### config.mk
export PLATFORM = sky130hd
export DESIGN_NAME = instr_fetch_unit_flat
export DESIGN_NICKNAME = d
export VERILOG_FILES = /design/src/rtl/fetch_pkg.sv /design/src/rtl/instr_fetch_unit_if.sv /design/src/rtl/fetch_protocol_chk.sv /design/src/rtl/sync_fifo.sv /design/src/rtl/instr_fetch_unit.sv /design/src/flat_wrapper.sv
export SDC_FILE = /design/constraint.sdc
export NUM_CORES = 1
export LEC_CHECK = 0
export BUFFER_PORTS_ARGS = -buffer_cell sky130_fd_sc_hd__buf_2
export CAP_MARGIN = 5
export CORE_ASPECT_RATIO = 0.9
export CORE_MARGIN = 8
export CORE_UTILIZATION = 53
export DETAILED_ROUTE_END_ITERATION = 8
export PLACE_DENSITY_LB_ADDON = 0.08
export SYNTH_ARGS = -nofsm -noshare
export SYNTH_HDL_FRONTEND = slang
export SYNTH_SLANG_ARGS = --single-unit
### constraint.sdc
create_clock -name i_clock -period 5.7 [get_ports i_clock]
set_input_delay 0.855 -clock i_clock [delete_from_list [all_inputs] [get_ports i_clock]]
set_output_delay 0.855 -clock i_clock [all_outputs]
set_load 0.1 [all_outputs]
### src/rtl/fetch_pkg.sv
// Shared constants and the buffered-instruction record for the fetch unit.
package fetch_pkg;

  localparam int          FETCH_ADDR_W   = 32;
  localparam int          FETCH_DATA_W   = 32;
  localparam int          FETCH_DEPTH    = 2;
  localparam int          FETCH_PC_INCR  = 1;
  localparam logic [31:0] FETCH_RESET_PC = 32'h0000_0000;

  typedef struct packed {
    logic [FETCH_ADDR_W-1:0] pc;
    logic [FETCH_DATA_W-1:0] inst;
  } fetch_entry_t;

endpackage

### src/rtl/instr_fetch_unit_if.sv
// PC loop, instruction-memory and decode-side signals of the fetch unit.
interface instr_fetch_unit_if #(
  parameter int ADDR_W = 32,
  parameter int DATA_W = 32
);

  logic [ADDR_W-1:0] pc_in;
  logic [ADDR_W-1:0] pc_next;
  logic              imem_req_valid;
  logic [ADDR_W-1:0] imem_req_addr;
  logic              imem_req_ready;
  logic              imem_rsp_valid;
  logic [DATA_W-1:0] imem_rsp_data;
  logic              redirect_valid;
  logic [ADDR_W-1:0] redirect_pc;
  logic              inst_valid;
  logic [DATA_W-1:0] inst_data;
  logic [ADDR_W-1:0] inst_pc;
  logic              inst_ready;

  modport master (
    input  pc_in, imem_req_ready, imem_rsp_valid, imem_rsp_data,
    input  redirect_valid, redirect_pc, inst_ready,
    output pc_next, imem_req_valid, imem_req_addr, inst_valid, inst_data, inst_pc
  );

  modport slave (
    output pc_in, imem_req_ready, imem_rsp_valid, imem_rsp_data,
    output redirect_valid, redirect_pc, inst_ready,
    input  pc_next, imem_req_valid, imem_req_addr, inst_valid, inst_data, inst_pc
  );

endinterface

### src/rtl/fetch_protocol_chk.sv
// Flags a memory response that arrives while no read is outstanding.
module fetch_protocol_chk (
  input logic i_clock,
  input logic i_reset,
  input logic i_rsp_valid,
  input logic i_inflight_zero
);

  a_rsp_has_request: assert property (
    @(posedge i_clock) disable iff (i_reset) !(i_rsp_valid && i_inflight_zero)
  );

endmodule

### src/rtl/sync_fifo.sv
// Power-of-two synchronous FIFO with flush; a pop on a full FIFO frees room
// for a push in the same cycle.
module sync_fifo #(
  parameter  int WIDTH = 8,
  parameter  int DEPTH = 2,
  localparam int PTR_W = (DEPTH > 1) ? $clog2(DEPTH) : 1,
  localparam int CNT_W = $clog2(DEPTH) + 1
) (
  input  logic             i_clock,
  input  logic             i_reset,
  input  logic             i_push,
  input  logic [WIDTH-1:0] i_din,
  input  logic             i_pop,
  input  logic             i_flush,
  output logic [WIDTH-1:0] o_dout,
  output logic             o_full,
  output logic             o_empty,
  output logic [CNT_W-1:0] o_count
);

  logic [WIDTH-1:0] r_mem [DEPTH];
  logic [PTR_W-1:0] r_wr_ptr;
  logic [PTR_W-1:0] r_rd_ptr;
  logic [CNT_W-1:0] r_count;
  logic             w_do_pop;
  logic             w_do_push;

  assign o_full    = (r_count == CNT_W'(DEPTH));
  assign o_empty   = (r_count == CNT_W'(0));
  assign o_count   = r_count;
  assign o_dout    = r_mem[r_rd_ptr];
  assign w_do_pop  = i_pop && !o_empty;
  assign w_do_push = i_push && (!o_full || w_do_pop);

  // Pointer and occupancy bookkeeping; flush behaves like reset.
  always_ff @(posedge i_clock) begin
    if (i_reset || i_flush) begin
      r_wr_ptr <= '0;
      r_rd_ptr <= '0;
      r_count  <= '0;
    end else begin
      if (w_do_push) r_wr_ptr <= r_wr_ptr + PTR_W'(1);
      else           r_wr_ptr <= r_wr_ptr;
      if (w_do_pop)  r_rd_ptr <= r_rd_ptr + PTR_W'(1);
      else           r_rd_ptr <= r_rd_ptr;
      case ({w_do_push, w_do_pop})
        2'b10:   r_count <= r_count + CNT_W'(1);
        2'b01:   r_count <= r_count - CNT_W'(1);
        default: r_count <= r_count;
      endcase
    end
  end

  // Storage write; contents need no reset since the count gates visibility.
  always_ff @(posedge i_clock) begin
    if (w_do_push && !i_flush && !i_reset) r_mem[r_wr_ptr] <= i_din;
  end

endmodule

### src/rtl/instr_fetch_unit.sv
// Instruction fetch: issues in-order imem reads from the current PC, computes the
// next PC, and buffers {pc, inst} toward decode with redirect flushing.
module instr_fetch_unit
  import fetch_pkg::*;
#(
  parameter int              ADDR_W   = FETCH_ADDR_W,
  parameter int              DATA_W   = FETCH_DATA_W,
  parameter int              DEPTH    = FETCH_DEPTH,
  parameter int              PC_INCR  = FETCH_PC_INCR,
  parameter logic [ADDR_W-1:0] RESET_PC = FETCH_RESET_PC
) (
  input logic                i_clock,
  input logic                i_reset,
  instr_fetch_unit_if.master bus
);

  localparam int CNT_W = $clog2(DEPTH) + 1;

  logic [CNT_W-1:0]  w_tag_count;
  logic [CNT_W-1:0]  w_out_count;
  logic [CNT_W-1:0]  r_drop_cnt;
  logic              w_tag_full, w_tag_empty;
  logic              w_out_full, w_out_empty;
  logic [ADDR_W-1:0] w_tag_head;
  fetch_entry_t      w_out_din;
  fetch_entry_t      w_out_head;
  logic [CNT_W:0]    w_inflight;
  logic [CNT_W:0]    w_occupancy;
  logic              w_req_valid, w_fire;
  logic              w_rsp_live, w_rsp_drop, w_rsp_keep;
  logic              w_out_push, w_out_pop;
  logic [ADDR_W-1:0] w_pc_next;

  // Reads awaiting discard still hold a slot, so a redirect cannot overbook the buffer.
  assign w_inflight  = {1'b0, w_tag_count} + {1'b0, r_drop_cnt};
  assign w_occupancy = w_inflight + {1'b0, w_out_count};
  assign w_req_valid = !i_reset && !bus.redirect_valid && (w_occupancy < (CNT_W+1)'(DEPTH));
  assign w_fire      = w_req_valid && bus.imem_req_ready;

  assign w_rsp_live  = bus.imem_rsp_valid && !i_reset && !bus.redirect_valid;
  assign w_rsp_drop  = w_rsp_live && (r_drop_cnt != CNT_W'(0));
  assign w_rsp_keep  = w_rsp_live && (r_drop_cnt == CNT_W'(0)) && !w_tag_empty;
  assign w_out_pop   = !w_out_empty && bus.inst_ready;
  assign w_out_push  = w_rsp_keep && (!w_out_full || w_out_pop);

  assign w_out_din.pc   = w_tag_head;
  assign w_out_din.inst = bus.imem_rsp_data;

  sync_fifo #(.WIDTH(ADDR_W), .DEPTH(DEPTH)) u_tag_fifo (
    .i_clock (i_clock),
    .i_reset (i_reset),
    .i_push  (w_fire && !w_tag_full),
    .i_din   (bus.pc_in),
    .i_pop   (w_rsp_keep),
    .i_flush (bus.redirect_valid),
    .o_dout  (w_tag_head),
    .o_full  (w_tag_full),
    .o_empty (w_tag_empty),
    .o_count (w_tag_count)
  );

  sync_fifo #(.WIDTH($bits(fetch_entry_t)), .DEPTH(DEPTH)) u_out_fifo (
    .i_clock (i_clock),
    .i_reset (i_reset),
    .i_push  (w_out_push),
    .i_din   (w_out_din),
    .i_pop   (w_out_pop),
    .i_flush (bus.redirect_valid),
    .o_dout  (w_out_head),
    .o_full  (w_out_full),
    .o_empty (w_out_empty),
    .o_count (w_out_count)
  );

  // Count of outstanding reads whose responses must be discarded after a redirect.
  always_ff @(posedge i_clock) begin
    if (i_reset) begin
      r_drop_cnt <= '0;
    end else if (bus.redirect_valid) begin
      if (bus.imem_rsp_valid && (w_inflight != (CNT_W+1)'(0)))
        r_drop_cnt <= w_inflight[CNT_W-1:0] - CNT_W'(1);
      else
        r_drop_cnt <= w_inflight[CNT_W-1:0];
    end else if (w_rsp_drop) begin
      r_drop_cnt <= r_drop_cnt - CNT_W'(1);
    end else begin
      r_drop_cnt <= r_drop_cnt;
    end
  end

  // Next-PC select; the PC register latches this every clock, so holding pc_in stalls.
  always_comb begin
    w_pc_next = bus.pc_in;
    if (i_reset)                 w_pc_next = RESET_PC;
    else if (bus.redirect_valid) w_pc_next = bus.redirect_pc;
    else if (w_fire)             w_pc_next = bus.pc_in + ADDR_W'(PC_INCR);
    else                         w_pc_next = bus.pc_in;
  end

  assign bus.pc_next        = w_pc_next;
  assign bus.imem_req_valid = w_req_valid;
  assign bus.imem_req_addr  = bus.pc_in;
  assign bus.inst_valid     = !w_out_empty;
  assign bus.inst_pc        = w_out_head.pc;
  assign bus.inst_data      = w_out_head.inst;

  fetch_protocol_chk u_chk (
    .i_clock         (i_clock),
    .i_reset         (i_reset),
    .i_rsp_valid     (bus.imem_rsp_valid),
    .i_inflight_zero (w_inflight == (CNT_W+1)'(0))
  );

endmodule

### src/flat_wrapper.sv
// flat-port wrapper written by rule: the top's interface ports become plain ports
module instr_fetch_unit_flat import fetch_pkg::*;
#(
  parameter int              ADDR_W   = FETCH_ADDR_W,
  parameter int              DATA_W   = FETCH_DATA_W,
  parameter int              DEPTH    = FETCH_DEPTH,
  parameter int              PC_INCR  = FETCH_PC_INCR,
  parameter logic [ADDR_W-1:0] RESET_PC = FETCH_RESET_PC
)
  (i_clock, i_reset, bus_pc_in, bus_imem_req_ready, bus_imem_rsp_valid, bus_imem_rsp_data, bus_redirect_valid, bus_redirect_pc, bus_inst_ready, bus_pc_next, bus_imem_req_valid, bus_imem_req_addr, bus_inst_valid, bus_inst_data, bus_inst_pc);
  instr_fetch_unit_if #(.ADDR_W(ADDR_W), .DATA_W(DATA_W)) bus_i ();
  input logic i_clock;
  input logic i_reset;
  input wire logic [$bits(bus_i.pc_in)-1:0] bus_pc_in;
  input wire logic [$bits(bus_i.imem_req_ready)-1:0] bus_imem_req_ready;
  input wire logic [$bits(bus_i.imem_rsp_valid)-1:0] bus_imem_rsp_valid;
  input wire logic [$bits(bus_i.imem_rsp_data)-1:0] bus_imem_rsp_data;
  input wire logic [$bits(bus_i.redirect_valid)-1:0] bus_redirect_valid;
  input wire logic [$bits(bus_i.redirect_pc)-1:0] bus_redirect_pc;
  input wire logic [$bits(bus_i.inst_ready)-1:0] bus_inst_ready;
  output wire logic [$bits(bus_i.pc_next)-1:0] bus_pc_next;
  output wire logic [$bits(bus_i.imem_req_valid)-1:0] bus_imem_req_valid;
  output wire logic [$bits(bus_i.imem_req_addr)-1:0] bus_imem_req_addr;
  output wire logic [$bits(bus_i.inst_valid)-1:0] bus_inst_valid;
  output wire logic [$bits(bus_i.inst_data)-1:0] bus_inst_data;
  output wire logic [$bits(bus_i.inst_pc)-1:0] bus_inst_pc;
  assign bus_i.pc_in = bus_pc_in;
  assign bus_i.imem_req_ready = bus_imem_req_ready;
  assign bus_i.imem_rsp_valid = bus_imem_rsp_valid;
  assign bus_i.imem_rsp_data = bus_imem_rsp_data;
  assign bus_i.redirect_valid = bus_redirect_valid;
  assign bus_i.redirect_pc = bus_redirect_pc;
  assign bus_i.inst_ready = bus_inst_ready;
  assign bus_pc_next = bus_i.pc_next;
  assign bus_imem_req_valid = bus_i.imem_req_valid;
  assign bus_imem_req_addr = bus_i.imem_req_addr;
  assign bus_inst_valid = bus_i.inst_valid;
  assign bus_inst_data = bus_i.inst_data;
  assign bus_inst_pc = bus_i.inst_pc;
  instr_fetch_unit #(.ADDR_W(ADDR_W), .DATA_W(DATA_W), .DEPTH(DEPTH), .PC_INCR(PC_INCR), .RESET_PC(RESET_PC)) u_core (.i_clock(i_clock), .i_reset(i_reset), .bus(bus_i));
endmodule
==> metrics.md <==
| Metric | Value |
|---|---|
| Synth warn | 0 |
| Grt total ovfl | 0 |
| Netlist cell types | between 50 and 60 |
| Initial drt markers | about 400 |
| Final worst setup slack | 0.205 ns |
| Post-Synth Adder-Cell Area | approximately 1.2% |
| Largest family of logic cells by synthesized area | multiplexers |
| Hpwl dp | 15500 um |
| Overall routing resource usage | between 20% and 30% |
| Setup crit start kind | register |
| Vias per Instance | about 5.7 |
| Die height | about 140 um |
| IO Pins | about 230 |
| Hold_buf cts | 0 |
| Seq cells post-synth | slightly above 200 |
| Outcome | finished, final reports clean |
| Synthesized cell area | around 9200 um^2 |
| Final min period | approximately 5.5 ns |
| Achievable Freq | roughly 0.18 GHz |
| Setup Fix Bufs, Post-CTS | 0 |
| Pin count of the biggest net entering global routing | 65 |
| Worst ir drop on vdd | between 0.00015 and 0.0002 V |
| Post-layout nets | 949 |
| Vias in the first global route | roughly 6500 |
| CP required | a little under 5 ns |
| Final Hold Vio Count | 0 |
| Worst EP arrival | 4.64 ns |
| Crit path cell chain | ha_1, fa_1, fa_1, or3_1, or4_4, or4_1, a311oi_2, buf_2 |
| Post-synthesis compound-gate area fraction | under 10% |
| Die area | between 20000 and 25000 um^2 |
| Syn nets | 753 |
| Port Buffers | roughly 230 |
| Antenna-violating nets left | 0 |
| PwrDens | just over 300 nW/um^2 |
| Post-synth EDFFs | 192 |
| Non-Filler Instances | ~1100 |
| Mean Syn Cell Area | between 10 and 15 um^2 |
| Synth Area in Simple Gates | approximately a tenth |
| Drt total wl | 22900 um |
| RePlAce Congestion | 0.826 |
| Clock root cell | clkbuf_16 |
| DR vias | slightly above 6000 |
| Slew Viols, Final | 0 |
| Final Cycle Share | between 90 and 100% |
| Total CTS buffers | 22 |
| CTS Buffer Depth | 3 |
| Setup-failing EPs final | 0 |
| TritonCTS clock tree | built |
| Skew-Pair Late Insertion Delay | around 0.5 ns |
| Synth Instances | around 640 |
| Routed len/inst | approximately 21 um |
| Ys async rst share | 0% |
| Max incr delay on CP | roughly 0.75 ns |
| Clk_skew | ~0.013 ns |
| Post-synth top flop | edfxtp_1 |
| Relative slew slack | between 20 and 30% |
| RSZ-0062 raised after global routing | no |
| Most frequent cells in the layout | buf_2, edfxtp_1, mux2_2 |
| Worst slew pin tran | 1.08 ns |
| Clock-pin slew on the worst setup and hold paths | approximately 0.060 ns |
| Core Region | between 15000 and 20000 um^2 |
| Final core occ | 65.7% |
| Placed Instances | 1050 |
| Clock sinks | slightly above 200 |
| DRT Pass-1 Iters | 5 |
| CP endpoint kind | primary output |
| Multiplexer area fraction after synthesis | 11.9% |
| H-tree Lvls | 1 |
| Die W | 155 um |
| Crit-path max FO | 29 |
| N_diodes | 0 |
| Commonest non-fill, non-tap cell in the layout | buf_2 |
| Layout cells sized above 1 | between 40% and 50% |
| Maxcap violations | 0 |
| Total power | between 0.003 and 0.004 W |
| First-pass GRT wire length | 35100 um |
| Critical Path Slowest Stage Cell | or4_4 |
| Leak pwr | between 4 and 5 nW |
| Initial core utilization | around 54% |
| Area grow syn2layout | 20.5% |
| Antenna violations before repair | 0 |
| Pre-CTS setup slack | 0.726 ns |
| Xor/xnor share of the synthesized area | 1.71% |
| Number of core rows | 45 |
| Worst min-delay path class | register to register |
| Post-synthesis sequential area ratio | 65.0% |
| Post_cts resized | 0 |
| Most used cell along the critical path | fa_1 |
| Crit Path Category | register to primary output |
| DRC viols | 0 |
power by group:
part           internal [W]  switching, W  leakage (nW)  total (W)
combinational     0.0000902      0.000347          1.90   0.000437
sequential          0.00165    0.00000438          1.83    0.00165
clock              0.000757      0.000531         0.318    0.00129
total               0.00249      0.000882          4.05    0.00338
cells by family (layout without fill, tap and decap cells):
group | after synthesis | count (layout)
flip-flops | 204 | 204
AND/OR/NAND/NOR | 168 | 168
multiplexers | 98 | 98
buffers and inverters | 78 | 288
AO/OA/AOI/OAI | 69 | 69
XOR/XNOR | 18 | 18
adder cells (fa/ha/maj) | 8 | 8
sequential cells by signal, indices dropped and copies added (netlist names), named ones only:
name	cells
u_core.u_out_fifo.r_rd_ptr	1
u_core.u_out_fifo.r_wr_ptr	1
u_core.u_out_fifo.o_count	2
u_core.u_out_fifo.r_mem	128
u_core.u_tag_fifo.r_mem	64
u_core.u_tag_fifo.r_wr_ptr	1
u_core.u_tag_fifo.o_count	2
u_core.u_tag_fifo.r_rd_ptr	1
u_core.r_drop_cnt	2
cells in the mapped netlist (8+ instances only):
cell type | count | area [um^2]
xnor2_1 | 13 | 114
nor2_1 | 40 | 150
buf_4 | 32 | 240
a311oi_1 | 8 | 70.1
o21ai_0 | 16 | 80.1
nor4_1 | 11 | 68.8
nand2_1 | 17 | 63.8
dfxtp_1 | 12 | 240
a211oi_1 | 14 | 105
and3_1 | 13 | 81.3
or4_1 | 9 | 67.6
clkbuf_1 | 25 | 93.8
inv_1 | 12 | 45.0
mux2_2 | 97 | 1090
nand3_1 | 25 | 125
or3_1 | 11 | 68.8
edfxtp_1 | 192 | 5770
and4_1 | 8 | 70.1
nand4_1 | 9 | 56.3
metal layers:
metal / GRT usage (%) / share of wire [%] / routed length [um]
met1: 25.4 / 42 / 9700
met2: 35.3 / 50 / 11300
met3: 4.12 / 6.5 / 1500
met4: 5.10 / 1.4 / 327
met5: 0 / 0 / 0
worst paths after layout:
| check | end | slack, ns | from | cells past startpoint |
|---|---|---|---|---|
| hold / removal | register | 0.51 | u_core.u_out_fifo.r_rd_ptr | 2 |
| hold reg to reg | register | 0.51 | u_core.u_out_fifo.r_rd_ptr | 2 |
| setup reg to reg | u_core.u_tag_fifo.r_mem[1][30] | 2.01 | u_core.u_tag_fifo.o_count[0] | 7 |
| setup / recovery | bus_pc_next[14] | 0.20 | u_core.u_tag_fifo.o_count[0] | 8 |
final cells by class:
class                           count  area, um^2
Timing Repair Buffer              238        1210
Inverter                           12        45.0
Sequential cell                   204        6010
Tap cell                          235         294
Clock inverter                     10        87.6
Fill cell                        1261        5820
Multi-Input combinational cell    361        2910
Clock buffer                       28         573
stage by stage:
stage | hold slack [ns] | instance area [um^2] | setup TNS [ns]
after CTS | 0.518 | 11100 | 0
final | 0.514 | 11100 | 0
after detailed placement | 0.502 | 10500 | 0
after floorplan | 0.446 | 9310 | -0.0905
after global placement | 0.494 | 10500 | 0
after global routing | 0.530 | 11100 | 0
critical path: cells and delay by family (launching register included):
family / cells / cell delay [ns]
adder cells (fa/ha/maj): 3 / 1.18
flip-flops: 1 / 0.42
AND/OR/NAND/NOR: 3 / 1.83
AO/OA/AOI/OAI: 1 / 0.25
buffers and inverters: 1 / 0.47
(Power assumes the default switching activity.)
